<file path="src/rtl/alu_pipe.sv">
// alu_pipe: registered ALU with operand handshake, operand-wait timeout and multi-cycle multiply
module alu_pipe #(
  parameter int WIDTH   = 8,
  parameter int CMD_W   = 4,
  parameter int TIMEOUT = 16,
  parameter int MUL_LAT = 3
) (
  input  logic               clk,
  input  logic               rst,
  input  logic               ce,
  input  logic               mode,
  input  logic [CMD_W-1:0]   cmd,
  input  logic [1:0]         inp_valid,
  input  logic [WIDTH-1:0]   opa,
  input  logic [WIDTH-1:0]   opb,
  input  logic               cin,
  output logic [2*WIDTH-1:0] res,
  output logic               cout,
  output logic               oflow,
  output logic               g,
  output logic               l,
  output logic               e,
  output logic               err,
  output logic               out_valid,
  output logic               busy
);
  localparam int SW = $clog2(WIDTH);
  localparam int CW = $clog2(TIMEOUT + MUL_LAT);
  localparam logic [CW-1:0] TO_LAST  = CW'(TIMEOUT - 1);
  localparam logic [CW-1:0] MUL_LAST = CW'(MUL_LAT - 1);
  localparam logic [WIDTH:0] ONE = {{WIDTH{1'b0}}, 1'b1};

  typedef enum logic [1:0] {IDLE, WAIT, EXEC, DONE} state_t;

  // Operand bits a command needs: [0]=opa, [1]=opb
  function automatic logic [1:0] need_of(input logic m, input logic [CMD_W-1:0] c);
    int ci;
    ci = int'(c);
    if (m) return (ci == 4 || ci == 5) ? 2'b01 : (ci == 6 || ci == 7) ? 2'b10 : 2'b11;
    return (ci == 6 || ci == 8 || ci == 9) ? 2'b01 : (ci == 7 || ci == 10 || ci == 11) ? 2'b10 : 2'b11;
  endfunction

  function automatic logic is_mul(input logic m, input logic [CMD_W-1:0] c);
    return m && (int'(c) == 9 || int'(c) == 10);
  endfunction

  state_t             state_q, state_d;
  logic [CW-1:0]      cnt_q, cnt_d;
  logic               mode_q, mode_d;
  logic [CMD_W-1:0]   cmd_q, cmd_d;
  logic [WIDTH-1:0]   a_q, a_d, b_q, b_d;
  logic               cin_q, cin_d;
  logic [1:0]         have_q, have_d, need_q, need_d;
  logic [2*WIDTH-1:0] res_q, res_d;
  logic               cout_q, cout_d, oflow_q, oflow_d;
  logic               g_q, g_d, l_q, l_d, e_q, e_d, err_q, err_d, ov_q, ov_d;

  logic [WIDTH:0]     ax, bx, cx, add_s, addc_s, sub_s, subc_s;
  logic [WIDTH:0]     inc_a, dec_a, inc_b, dec_b;
  logic [2*WIDTH-1:0] mul_inc, mul_shl;
  logic [WIDTH-1:0]   rol, ror, lres;
  logic [SW-1:0]      sh;
  logic               rot_err;
  logic [2*WIDTH-1:0] r_res;
  logic               r_cout, r_oflow, r_g, r_l, r_e, r_err;
  logic [1:0]         in_need, got, avail;
  logic               finish;

  // Shared arithmetic on the captured operands; carry/borrow live in the extra top bit
  always_comb begin
    ax      = {1'b0, a_q};
    bx      = {1'b0, b_q};
    cx      = {{WIDTH{1'b0}}, cin_q};
    add_s   = ax + bx;
    addc_s  = ax + bx + cx;
    sub_s   = ax - bx;
    subc_s  = ax - bx - cx;
    inc_a   = ax + ONE;
    dec_a   = ax - ONE;
    inc_b   = bx + ONE;
    dec_b   = bx - ONE;
    mul_inc = {{(WIDTH-1){1'b0}}, inc_a} * {{(WIDTH-1){1'b0}}, inc_b};
    mul_shl = {{(WIDTH-1){1'b0}}, a_q, 1'b0} * {{WIDTH{1'b0}}, b_q};
    sh      = b_q[SW-1:0];
    rot_err = |(b_q >> SW);
    rol     = (a_q << sh) | (a_q >> (WIDTH - int'(sh)));
    ror     = (a_q >> sh) | (a_q << (WIDTH - int'(sh)));
  end

  // Result and flag selection; flags not belonging to the command stay 0
  always_comb begin
    r_res   = '0;
    r_cout  = 1'b0;
    r_oflow = 1'b0;
    r_g     = 1'b0;
    r_l     = 1'b0;
    r_e     = 1'b0;
    r_err   = 1'b0;
    lres    = '0;
    if (mode_q) begin
      case (int'(cmd_q))
        0:  begin r_res = {{(WIDTH-1){1'b0}}, add_s};  r_cout = add_s[WIDTH];   end
        1:  begin r_res = {{WIDTH{1'b0}}, sub_s[WIDTH-1:0]};  r_oflow = sub_s[WIDTH];  end
        2:  begin r_res = {{(WIDTH-1){1'b0}}, addc_s}; r_cout = addc_s[WIDTH];  end
        3:  begin r_res = {{WIDTH{1'b0}}, subc_s[WIDTH-1:0]}; r_oflow = subc_s[WIDTH]; end
        4:  begin r_res = {{WIDTH{1'b0}}, inc_a[WIDTH-1:0]};  r_cout = inc_a[WIDTH];   end
        5:  begin r_res = {{WIDTH{1'b0}}, dec_a[WIDTH-1:0]};  r_oflow = dec_a[WIDTH];  end
        6:  begin r_res = {{WIDTH{1'b0}}, inc_b[WIDTH-1:0]};  r_cout = inc_b[WIDTH];   end
        7:  begin r_res = {{WIDTH{1'b0}}, dec_b[WIDTH-1:0]};  r_oflow = dec_b[WIDTH];  end
        8:  begin r_g = a_q > b_q; r_l = a_q < b_q; r_e = a_q == b_q; end
        9:  r_res = mul_inc;
        10: r_res = mul_shl;
        default: r_err = 1'b1;
      endcase
    end else begin
      case (int'(cmd_q))
        0:  lres = a_q & b_q;
        1:  lres = ~(a_q & b_q);
        2:  lres = a_q | b_q;
        3:  lres = ~(a_q | b_q);
        4:  lres = a_q ^ b_q;
        5:  lres = ~(a_q ^ b_q);
        6:  lres = ~a_q;
        7:  lres = ~b_q;
        8:  lres = a_q >> 1;
        9:  lres = a_q << 1;
        10: lres = b_q >> 1;
        11: lres = b_q << 1;
        12: begin lres = rol; r_err = rot_err; end
        13: begin lres = ror; r_err = rot_err; end
        default: r_err = 1'b1;
      endcase
      r_res = {{WIDTH{1'b0}}, lres};
    end
  end

  // Control: capture operands, wait for a missing one, count multiply latency, publish results
  always_comb begin
    state_d = state_q;
    cnt_d   = cnt_q;
    mode_d  = mode_q;
    cmd_d   = cmd_q;
    a_d     = a_q;
    b_d     = b_q;
    cin_d   = cin_q;
    have_d  = have_q;
    need_d  = need_q;
    res_d   = res_q;
    cout_d  = cout_q;
    oflow_d = oflow_q;
    g_d     = g_q;
    l_d     = l_q;
    e_d     = e_q;
    err_d   = err_q;
    ov_d    = 1'b0;
    finish  = 1'b0;
    in_need = need_of(mode, cmd);
    got     = inp_valid & in_need;
    avail   = have_q | (inp_valid & need_q);
    case (state_q)
      IDLE: if (got != 2'b00) begin
        mode_d  = mode;
        cmd_d   = cmd;
        cin_d   = cin;
        need_d  = in_need;
        have_d  = got;
        cnt_d   = '0;
        a_d     = got[0] ? opa : a_q;
        b_d     = got[1] ? opb : b_q;
        state_d = (got != in_need) ? WAIT : is_mul(mode, cmd) ? EXEC : DONE;
      end
      WAIT: begin
        a_d    = (need_q[0] && !have_q[0] && inp_valid[0]) ? opa : a_q;
        b_d    = (need_q[1] && !have_q[1] && inp_valid[1]) ? opb : b_q;
        have_d = avail;
        cnt_d  = cnt_q + CW'(1);
        if (avail == need_q) begin
          cnt_d   = '0;
          state_d = is_mul(mode_q, cmd_q) ? EXEC : DONE;
        end else if (cnt_q == TO_LAST) begin
          state_d = IDLE;
          res_d   = '0;
          cout_d  = 1'b0;
          oflow_d = 1'b0;
          g_d     = 1'b0;
          l_d     = 1'b0;
          e_d     = 1'b0;
          err_d   = 1'b1;
          ov_d    = 1'b1;
        end
      end
      EXEC: begin
        cnt_d  = cnt_q + CW'(1);
        finish = cnt_q == MUL_LAST;
      end
      DONE: finish = 1'b1;
      default: state_d = IDLE;
    endcase
    if (finish) begin
      state_d = IDLE;
      res_d   = r_res;
      cout_d  = r_cout;
      oflow_d = r_oflow;
      g_d     = r_g;
      l_d     = r_l;
      e_d     = r_e;
      err_d   = r_err;
      ov_d    = 1'b1;
    end
  end

  // State and output registers; ce=0 freezes everything
  always_ff @(posedge clk or posedge rst) begin
    if (rst) begin
      state_q <= IDLE;
      cnt_q   <= '0;
      mode_q  <= 1'b0;
      cmd_q   <= '0;
      a_q     <= '0;
      b_q     <= '0;
      cin_q   <= 1'b0;
      have_q  <= '0;
      need_q  <= '0;
      res_q   <= '0;
      cout_q  <= 1'b0;
      oflow_q <= 1'b0;
      g_q     <= 1'b0;
      l_q     <= 1'b0;
      e_q     <= 1'b0;
      err_q   <= 1'b0;
      ov_q    <= 1'b0;
    end else if (ce) begin
      state_q <= state_d;
      cnt_q   <= cnt_d;
      mode_q  <= mode_d;
      cmd_q   <= cmd_d;
      a_q     <= a_d;
      b_q     <= b_d;
      cin_q   <= cin_d;
      have_q  <= have_d;
      need_q  <= need_d;
      res_q   <= res_d;
      cout_q  <= cout_d;
      oflow_q <= oflow_d;
      g_q     <= g_d;
      l_q     <= l_d;
      e_q     <= e_d;
      err_q   <= err_d;
      ov_q    <= ov_d;
    end
  end

  assign res       = res_q;
  assign cout      = cout_q;
  assign oflow     = oflow_q;
  assign g         = g_q;
  assign l         = l_q;
  assign e         = e_q;
  assign err       = err_q;
  assign out_valid = ov_q & ce;
  assign busy      = (state_q == WAIT) || (state_q == EXEC);
endmodule
</file>
<file path="config.mk">
export PLATFORM = sky130hd
export DESIGN_NAME = alu_pipe
export DESIGN_NICKNAME = d
export VERILOG_FILES = /design/src/rtl/alu_pipe.sv
export SDC_FILE = /design/constraint.sdc
export NUM_CORES = 1
export LEC_CHECK = 0
export ABC_AREA = 1
export ABC_CLOCK_PERIOD_IN_PS = 11490
export BUFFER_PORTS_ARGS = -buffer_cell sky130_fd_sc_hd__buf_4
export CAP_MARGIN = 20
export CORE_UTILIZATION = 57
export DETAILED_ROUTE_END_ITERATION = 8
export PLACE_DENSITY = 0.75
export SKIP_LAST_GASP = 1
export SLEW_MARGIN = 20
export SYNTH_ARGS = -nofsm -noshare
export SYNTH_HDL_FRONTEND = slang
export SYNTH_SLANG_ARGS = --single-unit
</file>
<file path="constraint.sdc">
create_clock -name clk -period 11.49 [get_ports clk]
set_input_delay 1.149 -clock clk [delete_from_list [all_inputs] [get_ports clk]]
set_output_delay 1.149 -clock clk [all_outputs]
set_load 0.02 [all_outputs]
</file>
Word-level counts from Yosys, hierarchy flattened
Cells that the tools add are included.
Word-level totals
  input bits: 27
  logic and storage cells: 189
  bits in registers: 56
  output and inout bits: 24
Cells by class
  $mul: 2
  order comparisons: 2
  equality and inequality tests: 39
  reductions and logical operators: 36
  shift-type cells: 4
  muxes and demuxes: 65
  add/sub/neg operators: 10
  bitwise logic cells: 14
Operators with widths (count)
  16-bit case mux with 10 select lines: 1
  8-bit case mux with 14 select lines: 1
  16-bit 2-to-1 mux: 5
  4-bit equality test, second input constant: 16
  8-bit 2-to-1 mux: 6
  8-bit NOT: 5
  8-bit case mux with 2 select lines: 2
  8-bit by 32-bit << shifter with 8-bit output: 1
  8-bit by 32-bit right shift with 8-bit output: 1
  1-bit 2-to-1 mux: 31
  8-bit OR: 3
  2-bit 2-to-1 mux: 10
  8-bit by 1-bit adder with 9-bit output, second input constant: 2
  8-bit by 1-bit subtractor with 9-bit output, second input constant: 2
  4-bit by 3-bit equality test with 1-bit output, second input constant: 4
  9-bit by 9-bit multiplier with 16-bit output: 1
  8-bit by 8-bit multiplier with 15-bit output: 1
  5-bit case mux with 3 select lines: 1
  2-bit inequality test, second input constant: 6
  12-bit OR reduction: 1
  11-bit OR reduction: 1
  5-bit 2-to-1 mux: 2
  5-bit AND reduction: 2
  8-bit by 8-bit adder with 9-bit output: 1
  other kinds (39): 66

Logic depth before layout (Yosys ltp)
Gate-level depths: netlist of the first run.
  depth in word-level cells: 12
  gate-level depth with buffers: 28
  mapped depth without buffers: 28

Worst setup path before layout of the first run
Ideal clock, no wire load.
  path kind: reg-to-reg
  from: register b_q[1]
  to: register res_q[13], in the netlist res[13]
  clock period less this slack: 5316 ps
  required time: 11374 ps
  stages on the path, launching flop included: 27
  path buffers: 5
  arrival: 5199 ps
  setup time: 116 ps
  setup slack: 6174 ps
  cells stage by stage: dfrtp_1 > buf_2 > inv_1 > buf_4 > buf_2 > ha_1 > buf_2 > clkbuf_1 > nand2_1 > fa_1 > inv_1 > fa_1 > inv_1 > fa_1 > fa_1 > inv_1 > ha_1 > inv_1 > nor3_1 > nand2_1 > nand3_1 > a21oi_1 > or2_2 > nand3_1 > nand2_1 > nand2_1 > nand2_1
On the way
  longest elaborated chain between the ends: 5
  elaborated cells between the ends (all ways): 6
  classes of those cells: 1 x add/sub; 2 x mul; 3 x mux
Ends and longest elaborated chain
  from (decl): line 51  | logic [WIDTH-1:0] a_q, a_d, b_q, b_d;
  from (signal assigned): line 220  | b_q <= '0;
  from (signal assigned): line 238  | b_q <= b_d;
  8-bit by 1-bit adder with 9-bit output: line 80  | inc_b = bx + ONE;
  9-bit by 9-bit multiplier with 16-bit output: line 82  | mul_inc = {{(WIDTH-1){1'b0}}, inc_a} * {{(WIDTH-1){1'b0}}, inc_b};
  16-bit case mux with 10 select lines *: line 101  | case (int'(cmd_q))
  16-bit 2-to-1 mux *: line 100  | if (mode_q) begin
  16-bit 2-to-1 mux *: line 199  | if (finish) begin
  to (signal assigned): line 242  | res_q <= res_d;
  to (decl): line 54  | logic [2*WIDTH-1:0] res_q, res_d;
Mark *: on every way between the ends. The rest lies on a longest branch, timed or not.
A chain may end at the register's enable or synchronous reset.

Worst setup path after layout of the first run
Same ends and word-level chain as after synthesis.

==> results of run 1 <==
## per-stage QoR
stage	setup slack, ps	util (%)	cell area (um^2)	cells
2_1_floorplan	6170	-	11200	1745
3_3_place_gp	5450	61.7	11700	2014
3_5_place_dp	5290	61.7	11700	2014
4_1_cts	5270	62.5	11800	2022
5_1_grt	4770	62.5	11800	2022
6_report	5100	62.5	11800	2022
## cell families (layout without fill, tap and decap cells)
| kind of cell | Yosys count | in the layout | synth area share, % |
|---|---|---|---|
| AOI/OAI and AO/OA | 254 | 254 | 13.3 |
| and+or+nand+nor | 846 | 846 | 31.8 |
| buffers and inverters | 378 | 395 | 13.5 |
| DFF | 56 | 56 | 12.5 |
| adders and majority gates | 192 | 192 | 27.2 |
| xor gates and xnor gates | 19 | 19 | 1.62 |
## critical path: cells and delay by family (launching register included)
family / cells / cell delay, ps
and+or+nand+nor: 10 / 1300
adders and majority gates: 6 / 3150
AOI/OAI and AO/OA: 1 / 80
DFF: 1 / 330
buffers and inverters: 5 / 1390
## how the worst min path moves through the flow
stage | start | depth (start not counted) | end | slack, ps
after floorplan | ov_q$_DFFE_PP0P_ | 2 | ov_q$_DFFE_PP0P_ | 450
after global placement | oflow$_DFFE_PP0P_ | 2 | oflow$_DFFE_PP0P_ | 470
after detailed placement | cout$_DFFE_PP0P_ | 2 | cout$_DFFE_PP0P_ | 470
after CTS | oflow$_DFFE_PP0P_ | 2 | oflow$_DFFE_PP0P_ | 490
after global routing | cout$_DFFE_PP0P_ | 2 | cout$_DFFE_PP0P_ | 510
final | oflow$_DFFE_PP0P_ | 2 | oflow$_DFFE_PP0P_ | 490
## Yosys cell counts (all sizes together) (5+ instances only)
cell type  instances  area [um^2]
inv              319         1200
o2111ai            9         78.8
o21bai             6         45.0
a31oi              5         31.3
nor2             179          727
buf               43          255
nand4             28          175
clkbuf            13         48.8
dfrtp             56         1400
o21ai             99          495
a21oi             71          367
o211ai            11         82.6
nor3              23          120
xor2               9         93.8
xnor2             10         87.6
fa                86         1720
a22oi              6         45.0
a22o               6         52.6
o22ai             26          163
nand2            486         1850
nand3            119          618
or2                6         37.5
ha               106         1330
## cell usage in the layout, fill, tap and decap left out, types with 9 or more instances in the layout
master	n
sky130_fd_sc_hd__nor3_1	22
sky130_fd_sc_hd__dfrtp_1	56
sky130_fd_sc_hd__o21ai_0	90
sky130_fd_sc_hd__xnor2_1	10
sky130_fd_sc_hd__fa_1	86
sky130_fd_sc_hd__buf_4	65
sky130_fd_sc_hd__a21oi_1	70
sky130_fd_sc_hd__nand3_1	116
sky130_fd_sc_hd__nor2_1	165
sky130_fd_sc_hd__o211ai_1	11
sky130_fd_sc_hd__ha_1	106
sky130_fd_sc_hd__nand2_1	477
sky130_fd_sc_hd__nor2_2	10
sky130_fd_sc_hd__inv_2	21
sky130_fd_sc_hd__nand4_1	28
sky130_fd_sc_hd__o2111ai_1	9
sky130_fd_sc_hd__o21ai_1	9
sky130_fd_sc_hd__o22ai_1	26
sky130_fd_sc_hd__inv_1	297
## sequential cells by signal, summed over array words and instances, names as in the netlist
signal,count
res,16
a_q,8
b_q,8
cnt_q,5
cmd_q,4
have_q,2
need_q,2
state_q,2
cin_q,1
cout,1
e,1
err,1
g,1
l,1
mode_q,1
oflow,1
ov_q,1
## layout make-up
cell class                 count  area share [%]
clock buffer                   6            1.09
clock inverter                 2           0.116
inverter                     322            10.2
multi-input combinational   1311            69.9
sequential                    56            11.8
tap                          260            2.75
timing repair buffer          65            4.12
## per-layer routing
| layer | wire (um) | GRT usage (%) | up-vias |
|---|---|---|---|
| li1 | - | - | 5554 |
| met1 | 15000 | 48.1 | 5336 |
| met2 | 16800 | 63.1 | 658 |
| met3 | 4160 | 9.66 | 161 |
| met4 | 2240 | 22.6 | 0 |
| met5 | 0 | 0 | - |
==> impl_summary.txt, run 1 <==
----------------------------------------------------
[Clocking]
  Post_cts resized ... 0
  Sinks on the clock net ... 56
  Number of post-CTS setup repair buffers ... 0
  Clock tree from TritonCTS ... built
  Clk buf depth ... 2
  H-tree depth reported by CTS ... 2
  Clock buffers created by TritonCTS ... 5
  Clock insertion delay at the later pin of the skew report ... 320 ps
  Clock root buffer ... sky130_fd_sc_hd__clkbuf_16
  Clock transition at path regs ... 80 ps
  Hold_buf cts ... 0

[Cells and area]
  Signed area change from the synthesized netlist to the final layout ... 5.82%
  Combined flip-flop and latch cell area ... 1400 um^2
  Layout fillers ... 1794
  Fraction of final layout cells sized beyond drive strength 1 ... 7.32%
  Number of diodes ... 0
  Net count of the finished layout ... 1980
  Total area of multi-input combinational cells ... 8280 um^2

[Placement]
  Detailed placer's ending HPWL ... 29700 um
  Routability cong. ... 1.03
  IO buf count ... 50

[Floorplan]
  CORE AREA ... 19000 um^2
  DIE HEIGHT ... 142 um
  Row count ... 50
  Top-level port count ... 51
  Area of the die ... 20200 um^2
  Starting utilization of the core area ... 59.1%
  Horizontal die dimension ... 142 um

[Critical path]
  R2r startpoint ... b_q[1]$_DFFE_PP0P_
  Worst Path Required ... 11700 ps
  Worst Setup End Kind ... register
  CP most frequent cell ... sky130_fd_sc_hd__nand2_1
  Reg-to-reg slack, setup ... 5100 ps
  Worst flop-to-flop path endpoint ... res[13]$_DFFE_PP0P_
  Setup crit end ... res[13]$_DFFE_PP0P_
  Critical Path Source ... b_q[1]$_DFFE_PP0P_
  Maximum net fanout on the critical path ... 28
  R2R depth ... 22
  Critical-path cell with the highest stage delay ... sky130_fd_sc_hd__ha_1
  Cell-by-cell listing of the critical path ... buf_4 > inv_1 > ha_1 > inv_1 > nor2_1 > ha_1 > fa_1 > fa_1 > inv_1 > fa_1 > inv_1 > ha_1 > nand2_1 > nor3_1 > nand2_1 > nand3_1 > a21oi_1 > or2_2 > nand3_1 > nand2_1 > nand2_1 > nand2_1
  CP Data Arrival Time ... 6600 ps
  Worst setup SP type ... register
  Maximum cell stage delay along the critical path ... 1020 ps
  Type of the worst setup path ... reg -> reg

[Route]
  Total wirelength of the detailed-routed design ... 38300 um
  Drt via density ... 5.79
  Remaining design rule violation count ... 0
  Via count of the routed design ... 11700
  Final ANT Viol Nets ... 0
  Count of routing violations after the opening detailed-route iteration ... 1369
  WL per Instance ... 18.9 um
  Number of optimization iterations in the first detailed-route pass ... 9

[Run]
  Number of max-cap violations ... 0

[STA]
  Final worst path period need ... 6390 ps
  Number of setup violations in the final report ... 0
  Max-slew headroom at the worst pin ... 27.3%
  WHS ... 486 ps
  RSZ-0062 raised after global routing ... no
  Maximum clock rate ... 157 MHz
  Summed negative setup slack over all endpoints ... 0 ps
  Max Clock Skew ... 12.0 ps
  Worst-margin pin slew ... 1080 ps
  Final Slew Violations ... 0
  Final number of hold-violating endpoints ... 0
  Period Utilization, post-route ... 55.6%

[Synth]
  Number of synthesized flops with an enable pin ... 0
  Synth Area per Inst ... 6.42 um^2
  Sequential-to-total area share from yosys stat ... 12.5%
  Distinct cells, synth ... 54
  Post-synthesis cell area ... 11200 um^2
  Synthesis warning total ... 0
  Post-synthesis register bit count ... 56
  Gate count after technology mapping ... 1745
  Syn Nets ... 1964
  Top FF cell, synth ... sky130_fd_sc_hd__dfrtp_1
  Synth async-reset ratio ... 100%

[GRT]
  Number of global-route vias before repair ... 11500
  Total routing usage reported by global routing ... 39.3%
  Wire length of the first global-routing pass ... 60100 um
  Largest net degree at the start of global routing ... 52
  GRT overflow ... 0
  Antenna violations before repair ... 0

[Hold path]
  Tightest Hold Check Type ... reg -> reg

[Status]
  Result of the run ... finished, final reports clean

----------------------------------------------------
Power of run 1 is not shown: default switching activity piles up to over one toggle a cycle in this logic, so the estimate is an artifact.
==> run 2: changes to the inputs <==
--- a/config.mk
+++ b/config.mk
@@ -6,12 +6,12 @@
 export NUM_CORES = 1
 export LEC_CHECK = 0
 export ABC_AREA = 1
-export ABC_CLOCK_PERIOD_IN_PS = 11490
+export ABC_CLOCK_PERIOD_IN_PS = 5700
 export BUFFER_PORTS_ARGS = -buffer_cell sky130_fd_sc_hd__buf_4
 export CAP_MARGIN = 20
 export CORE_UTILIZATION = 57
 export DETAILED_ROUTE_END_ITERATION = 8
-export PLACE_DENSITY = 0.75
+export PLACE_DENSITY = 0.78
 export SKIP_LAST_GASP = 1
 export SLEW_MARGIN = 20
 export SYNTH_ARGS = -nofsm -noshare
==> constraint.sdc (replaced) <==
create_clock -name clk -period 5.7 [get_ports clk]
set_input_delay 0.57 -clock clk [delete_from_list [all_inputs] [get_ports clk]]
set_output_delay 0.57 -clock clk [all_outputs]
set_load 0.02 [all_outputs]
==> run 2 against run 1 <==
Effect of this change: critical path depth unchanged; final cell count increased by 1.5%; setup slack got worse by 4800 ps; critical path type unchanged; critical endpoint is now res[6]$_DFFE_PP0P_; largest cell class unchanged.
==> impl_summary.txt, run 2 (same netlist as run 1, synthesis figures left out) <==
----------------------------------------------------
[STA]
  Max-slew headroom at the worst pin ... 36.4% (+9.1 points)
  Maximum clock rate ... 187 MHz (+19%)
  Max Clock Skew ... 27.5 ps (+15.5 ps)
  Final worst path period need ... 5360 ps (-1030 ps)
  Number of setup violations in the final report ... 0 (unchanged)
  Summed negative setup slack over all endpoints ... 0 ps (unchanged)
  Worst-margin pin slew ... 951 ps (-133 ps)
  Post-route worst setup slack ... 343 ps (-4760 ps)
  Final number of hold-violating endpoints ... 0 (unchanged)
  Final Slew Violations ... 0 (unchanged)
  RSZ-0062 raised after global routing ... no
  Period Utilization, post-route ... 94.0% (+38 points)

[Clocking]
  Number of post-CTS setup repair buffers ... 0 (unchanged)
  Clock buffers created by TritonCTS ... 5 (unchanged)
  H-tree depth reported by CTS ... 2 (unchanged)
  Clock tree from TritonCTS ... built
  Clk buf depth ... 2 (unchanged)
  Sinks on the clock net ... 56 (unchanged)
  Clock transition at path regs ... 100 ps (+20 ps)
  Clock insertion delay at the later pin of the skew report ... 330 ps (about the same)
  Hold_buf cts ... 0 (unchanged)
  Clock root buffer ... sky130_fd_sc_hd__clkbuf_16

[Placement]
  Post-Place Worst Slack ... 404 ps (-4890 ps)
  Routability cong. ... 1.04 (+0.98%)
  IO buf count ... 50 (unchanged)
  Detailed placer's ending HPWL ... 32900 um (+11%)

[Floorplan]
  Horizontal die dimension ... 142 um (unchanged)
  CORE AREA ... 19000 um^2 (unchanged)
  Row count ... 50 (unchanged)
  Area of the die ... 20200 um^2 (unchanged)
  DIE HEIGHT ... 142 um (unchanged)
  Top-level port count ... 51 (unchanged)
  Starting utilization of the core area ... 59.1% (unchanged)

[Route]
  WL per Instance ... 20.0 um (+5.8%)
  Total wirelength of the detailed-routed design ... 41100 um (+7.4%)
  Number of optimization iterations in the first detailed-route pass ... 6 (-3)
  Drt via density ... 5.83 (+0.71%)
  Remaining design rule violation count ... 0 (unchanged)
  Count of routing violations after the opening detailed-route iteration ... 1228 (-10%)
  Final ANT Viol Nets ... 0 (unchanged)
  Via count of the routed design ... 12000 (+2.3%)

[Critical path]
  Worst Path Required ... 5910 ps (-5790 ps)
  Worst Setup End Kind ... register
  R2R depth ... 22 (unchanged)
  Worst flop-to-flop path endpoint ... res[6]$_DFFE_PP0P_
  Type of the worst setup path ... reg -> reg
  CP Data Arrival Time ... 5570 ps (-1030 ps)
  Critical Path Source ... b_q[0]$_DFFE_PP0P_
  R2r startpoint ... b_q[0]$_DFFE_PP0P_
  Worst setup SP type ... register
  Reg-to-reg slack, setup ... 340 ps (-4760 ps)
  Maximum net fanout on the critical path ... 22 (-21%)

[Cells and area]
  Fraction of final layout cells sized beyond drive strength 1 ... 9.09% (+1.8 points)
  Layout fillers ... 1902 (+6.0%)
  Combined flip-flop and latch cell area ... 1400 um^2 (+0.18%)
  Total area of multi-input combinational cells ... 8280 um^2 (unchanged)
  Net count of the finished layout ... 2011 (+1.6%)
  Most used cells in the layout excluding fill and tap cells ... sky130_fd_sc_hd__nand2_1, sky130_fd_sc_hd__inv_1, sky130_fd_sc_hd__nor2_1
  Signed area change from the synthesized netlist to the final layout ... 8.02%
  Number of diodes ... 0 (unchanged)
  Number of flip-flops in the largest register ... 16 (unchanged)
  Most common cell after layout, fill and taps aside ... sky130_fd_sc_hd__nand2_1

[GRT]
  Wire length of the first global-routing pass ... 63800 um (+6.2%)
  Number of global-route vias before repair ... 11600 (+1.5%)
  Antenna violations before repair ... 0 (unchanged)
  Largest net degree at the start of global routing ... 57 (+9.6%)
  GRT overflow ... 0 (unchanged)
  Total routing usage reported by global routing ... 42.1% (+2.8 points)

[Run]
  Number of max-cap violations ... 0 (unchanged)

[Hold path]
  Tightest Hold Check Type ... in -> async

[Status]
  Result of the run ... finished, final reports clean

----------------------------------------------------
run 2: cell count changes in the layout (fill, tap and decap cells not counted):
cell / previous run / this run
sky130_fd_sc_hd__dfrtp_1: 56 / 54
sky130_fd_sc_hd__inv_8: 0 / 1
sky130_fd_sc_hd__inv_6: 1 / 2
sky130_fd_sc_hd__clkinv_2: 1 / 0
sky130_fd_sc_hd__buf_4: 65 / 96
sky130_fd_sc_hd__dfrtp_2: 0 / 2
sky130_fd_sc_hd__clkbuf_1: 1 / 0
run 2: per-stage QoR:
stage | cell area, um^2 | utilization, % | std cells | hold slack, ps
final | 12100 | 63.8 | 2053 | 442
after global routing | 12100 | 63.8 | 2053 | 495
after CTS | 12100 | 63.8 | 2053 | 491
after detailed placement | 11900 | 63.0 | 2045 | 468
after global placement | 11900 | 63.0 | 2045 | 465
after floorplan | 11200 | - | 1745 | 453
run 2: final cells by class:
type / instances / share of cell area [%]
tap: 260 / 2.69
multi-input combinational: 1311 / 68.5
sequential: 56 / 11.6
inverter: 322 / 10.0
clock inverter: 3 / 0.238
clock buffer: 5 / 1.03
timing repair buffer: 96 / 5.96
run 2: worst max path at each step:
stage,to,slack [ps],cells past startpoint
detailed placement,res[13]$_DFFE_PP0P_,400,24
global placement,res[13]$_DFFE_PP0P_,520,25
finish,res[6]$_DFFE_PP0P_,340,22
CTS,res[13]$_DFFE_PP0P_,450,24
floorplan,res[13]$_DFFE_PP0P_,380,26
global route,res[13]$_DFFE_PP0P_,40,26
run 2: what timing repair did:
action	4_1_cts	5_1_grt
resized for setup	0	2
endpoints found under the hold margin	0	0
setup endpoints to repair	0	1
run 2: critical path: stages, from the launching register on:
cell	delay [ps]
sky130_fd_sc_hd__dfrtp_1	500
sky130_fd_sc_hd__inv_2	120
sky130_fd_sc_hd__ha_1	480
sky130_fd_sc_hd__buf_4	320
sky130_fd_sc_hd__nand2_1	110
sky130_fd_sc_hd__fa_1	520
sky130_fd_sc_hd__inv_1	50
sky130_fd_sc_hd__ha_1	290
sky130_fd_sc_hd__ha_1	280
sky130_fd_sc_hd__inv_1	50
sky130_fd_sc_hd__fa_1	530
sky130_fd_sc_hd__inv_1	40
sky130_fd_sc_hd__ha_1	240
sky130_fd_sc_hd__fa_1	480
sky130_fd_sc_hd__xor2_1	180
sky130_fd_sc_hd__nand2_1	200
sky130_fd_sc_hd__nand3_1	120
sky130_fd_sc_hd__nor2_1	210
sky130_fd_sc_hd__nand3_1	130
sky130_fd_sc_hd__nor2_1	100
sky130_fd_sc_hd__nand3_1	160
sky130_fd_sc_hd__nand2_1	100
sky130_fd_sc_hd__nand2_1	50
run 2: routing by layer:
layer / track usage, % / wire (um) / up-vias
li1: - / - / 5622
met2: 66.0 / 17900 / 699
met3: 10.3 / 4430 / 159
met5: 0 / 0 / -
met1: 52.0 / 16000 / 5493
met4: 26.5 / 2790 / 0
Power of run 2 is left out for the same reason.
==> run 3: changes to the inputs <==
--- a/config.mk
+++ b/config.mk
@@ -12,6 +12,7 @@
 export CORE_UTILIZATION = 57
 export DETAILED_ROUTE_END_ITERATION = 8
 export PLACE_DENSITY = 0.78
+export RECOVER_POWER = 50
 export SKIP_LAST_GASP = 1
 export SLEW_MARGIN = 20
 export SYNTH_ARGS = -nofsm -noshare
==> run 3 against run 2 <==
Effect of this change: the run now ends with max-capacitance violations, max-slew violations left; via count is 0.80% lower; fmax is 0.17% higher; sequential cell count stayed put; highest routed layer unchanged; global-route usage stayed put; first-iteration DRC count is 8.4% higher; non-clock buffer count stayed put; sequential share of layout area hardly changed; critical path depth stayed put; worst hold slack better by 42 ps.
==> impl_summary.txt, run 3 (same netlist as run 1, synthesis figures left out) <==
----------------------------------------------------
[Route]
  Via count of the routed design ... 11900 (-0.80%)
  Final ANT Viol Nets ... 0 (unchanged)
  Total wirelength of the detailed-routed design ... 41000 um (-0.14%)
  Drt via density ... 5.79 (-0.80%)
  Number of optimization iterations in the first detailed-route pass ... 7 (+1)
  Count of routing violations after the opening detailed-route iteration ... 1331 (+8.4%)
  WL per Instance ... 20.0 um (-0.14%)
  Remaining design rule violation count ... 0 (unchanged)

[Cells and area]
  Total area of multi-input combinational cells ... 8280 um^2 (unchanged)
  Most used cells in the layout excluding fill and tap cells ... sky130_fd_sc_hd__nand2_1, sky130_fd_sc_hd__inv_1, sky130_fd_sc_hd__nor2_1
  Number of flip-flops in the largest register ... 16 (unchanged)
  Fraction of final layout cells sized beyond drive strength 1 ... 8.31% (-0.78 points)
  Layout fillers ... 1911 (+0.47%)
  Combined flip-flop and latch cell area ... 1400 um^2 (unchanged)
  Net count of the finished layout ... 2011 (unchanged)
  Most common cell after layout, fill and taps aside ... sky130_fd_sc_hd__nand2_1
  Signed area change from the synthesized netlist to the final layout ... 7.59%
  Number of diodes ... 0 (unchanged)

[STA]
  Worst-margin pin slew ... 3460 ps (+2510 ps)
  RSZ-0062 raised after global routing ... no
  Maximum clock rate ... 187 MHz (+0.17%)
  Final Slew Violations ... 57 (+57)
  Summed negative setup slack over all endpoints ... 0 ps (unchanged)
  Period Utilization, post-route ... 93.8% (-0.16 points)
  Final number of hold-violating endpoints ... 0 (unchanged)
  Final worst path period need ... 5350 ps (-8.89 ps)
  Number of setup violations in the final report ... 0 (unchanged)
  Max Clock Skew ... 26.6 ps (-0.962 ps)
  Max-slew headroom at the worst pin ... -131% (-170 points)

[GRT]
  Wire length of the first global-routing pass ... 63800 um (unchanged)
  Most Crowded Layer GR ... met2
  Antenna violations before repair ... 0 (unchanged)
  Met1 GRT Util ... 52.0% (unchanged)
  Total routing usage reported by global routing ... 42.1% (unchanged)
  Global Route met2 Usage ... 66.0% (unchanged)
  Met3 usage ... 10.3% (unchanged)
  GRT overflow ... 0 (unchanged)
  Largest net degree at the start of global routing ... 57 (unchanged)
  Number of global-route vias before repair ... 11600 (unchanged)

[Clocking]
  Clk buf depth ... 2 (unchanged)
  Post_cts resized ... 0 (unchanged)
  Number of post-CTS setup repair buffers ... 0 (unchanged)
  Sinks on the clock net ... 56 (unchanged)
  H-tree depth reported by CTS ... 2 (unchanged)
  Hold_buf cts ... 0 (unchanged)
  Clock transition at path regs ... 80 ps (-20 ps)
  Clock insertion delay at the later pin of the skew report ... 330 ps (about the same)
  Clock buffers created by TritonCTS ... 5 (unchanged)
  Clock tree from TritonCTS ... built
  Clock root buffer ... sky130_fd_sc_hd__clkbuf_16

[Critical path]
  Maximum net fanout on the critical path ... 22 (unchanged)
  Worst Path Required ... 5910 ps (about the same)
  Type of the worst setup path ... reg -> reg
  CP Data Arrival Time ... 5560 ps (about the same)
  R2R depth ... 22 (unchanged)
  Worst setup SP type ... register
  Setup crit end ... res[6]$_DFFE_PP0P_
  Reg-to-reg slack, setup ... 350 ps (about the same)
  R2r startpoint ... b_q[0]$_DFFE_PP0P_
  Worst flop-to-flop path endpoint ... res[6]$_DFFE_PP0P_
  Critical Path Source ... b_q[0]$_DFFE_PP0P_
  Worst Setup End Kind ... register

[Status]
  Result of the run ... finished, violations left
  Violated checks ... max-capacitance violations, max-slew violations

[Floorplan]
  Top-level port count ... 51 (unchanged)
  Starting utilization of the core area ... 59.1% (unchanged)
  Area of the die ... 20200 um^2 (unchanged)
  Horizontal die dimension ... 142 um (unchanged)
  CORE AREA ... 19000 um^2 (unchanged)
  DIE HEIGHT ... 142 um (unchanged)
  Row count ... 50 (unchanged)

[Placement]
  Routability cong. ... 1.04 (unchanged)
  IO buf count ... 50 (unchanged)
  Detailed placer's ending HPWL ... 32900 um (unchanged)

[Run]
  Number of max-cap violations ... 1 (+1)

[Hold path]
  Tightest Hold Check Type ... reg -> reg

----------------------------------------------------
[run 3: cell types whose count changed in the layout (fill, tap and decap cells not counted)]
cell	change
sky130_fd_sc_hd__inv_1	+1
sky130_fd_sc_hd__clkbuf_4	+1
sky130_fd_sc_hd__buf_4	-14
sky130_fd_sc_hd__inv_2	-1
sky130_fd_sc_hd__clkbuf_1	+13
[run 3: worst max-delay path, stage by stage, from the launching register on]
cell and delay, ps:
sky130_fd_sc_hd__dfrtp_1 500, sky130_fd_sc_hd__inv_2 120, sky130_fd_sc_hd__ha_1 480, sky130_fd_sc_hd__buf_4 320
sky130_fd_sc_hd__nand2_1 110, sky130_fd_sc_hd__fa_1 520, sky130_fd_sc_hd__inv_1 50, sky130_fd_sc_hd__ha_1 290
sky130_fd_sc_hd__ha_1 280, sky130_fd_sc_hd__inv_1 50, sky130_fd_sc_hd__fa_1 530, sky130_fd_sc_hd__inv_1 40
sky130_fd_sc_hd__ha_1 240, sky130_fd_sc_hd__fa_1 480, sky130_fd_sc_hd__xor2_1 180, sky130_fd_sc_hd__nand2_1 200
sky130_fd_sc_hd__nand3_1 120, sky130_fd_sc_hd__nor2_1 200, sky130_fd_sc_hd__nand3_1 130, sky130_fd_sc_hd__nor2_1 100
sky130_fd_sc_hd__nand3_1 160, sky130_fd_sc_hd__nand2_1 100, sky130_fd_sc_hd__nand2_1 50
[run 3: stage by stage]
stage | setup slack, ps | hold slack, ps | util, % | cells | cell area (um^2)
floorplan | 384 | 453 | - | 1745 | 11200
global placement | 520 | 465 | 63.0 | 2045 | 11900
detailed placement | 404 | 468 | 63.0 | 2045 | 11900
CTS | 446 | 491 | 63.8 | 2053 | 12100
global route | 36.5 | 495 | 63.5 | 2053 | 12000
finish | 352 | 484 | 63.5 | 2053 | 12000
[run 3: worst min-delay path by stage]
| stage | cells past startpoint | end | start |
|---|---|---|---|
| finish | 2 | cout$_DFFE_PP0P_ | cout$_DFFE_PP0P_ |
| global route | 3 | a_q[6]$_DFFE_PP0P_ | opa[6] |
| CTS | 3 | res[11]$_DFFE_PP0P_ | rst |
| detailed placement | 2 | cout$_DFFE_PP0P_ | cout$_DFFE_PP0P_ |
| global placement | 2 | res[15]$_DFFE_PP0P_ | res[15]$_DFFE_PP0P_ |
| floorplan | 2 | ov_q$_DFFE_PP0P_ | ov_q$_DFFE_PP0P_ |
[run 3: final cells by class]
class                   instances  area share [%]
multi-input cells            1311            68.7
inverters                     322            10.1
clock inverters                 3           0.239
well taps                     260            2.70
clock buffers                   5            1.04
repair buffers                 96            5.58
flip-flops and latches         56            11.7
[run 3: per-layer routing]
layer  part of all wire [%]  wire (um)  up-vias
met3                     10       4250      151
met2                     44      18100      647
met5                      0          0        -
met1                     39      15900     5460
li1                       -          -     5619
met4                    6.8       2810        0
Power of run 3 is left out for the same reason.
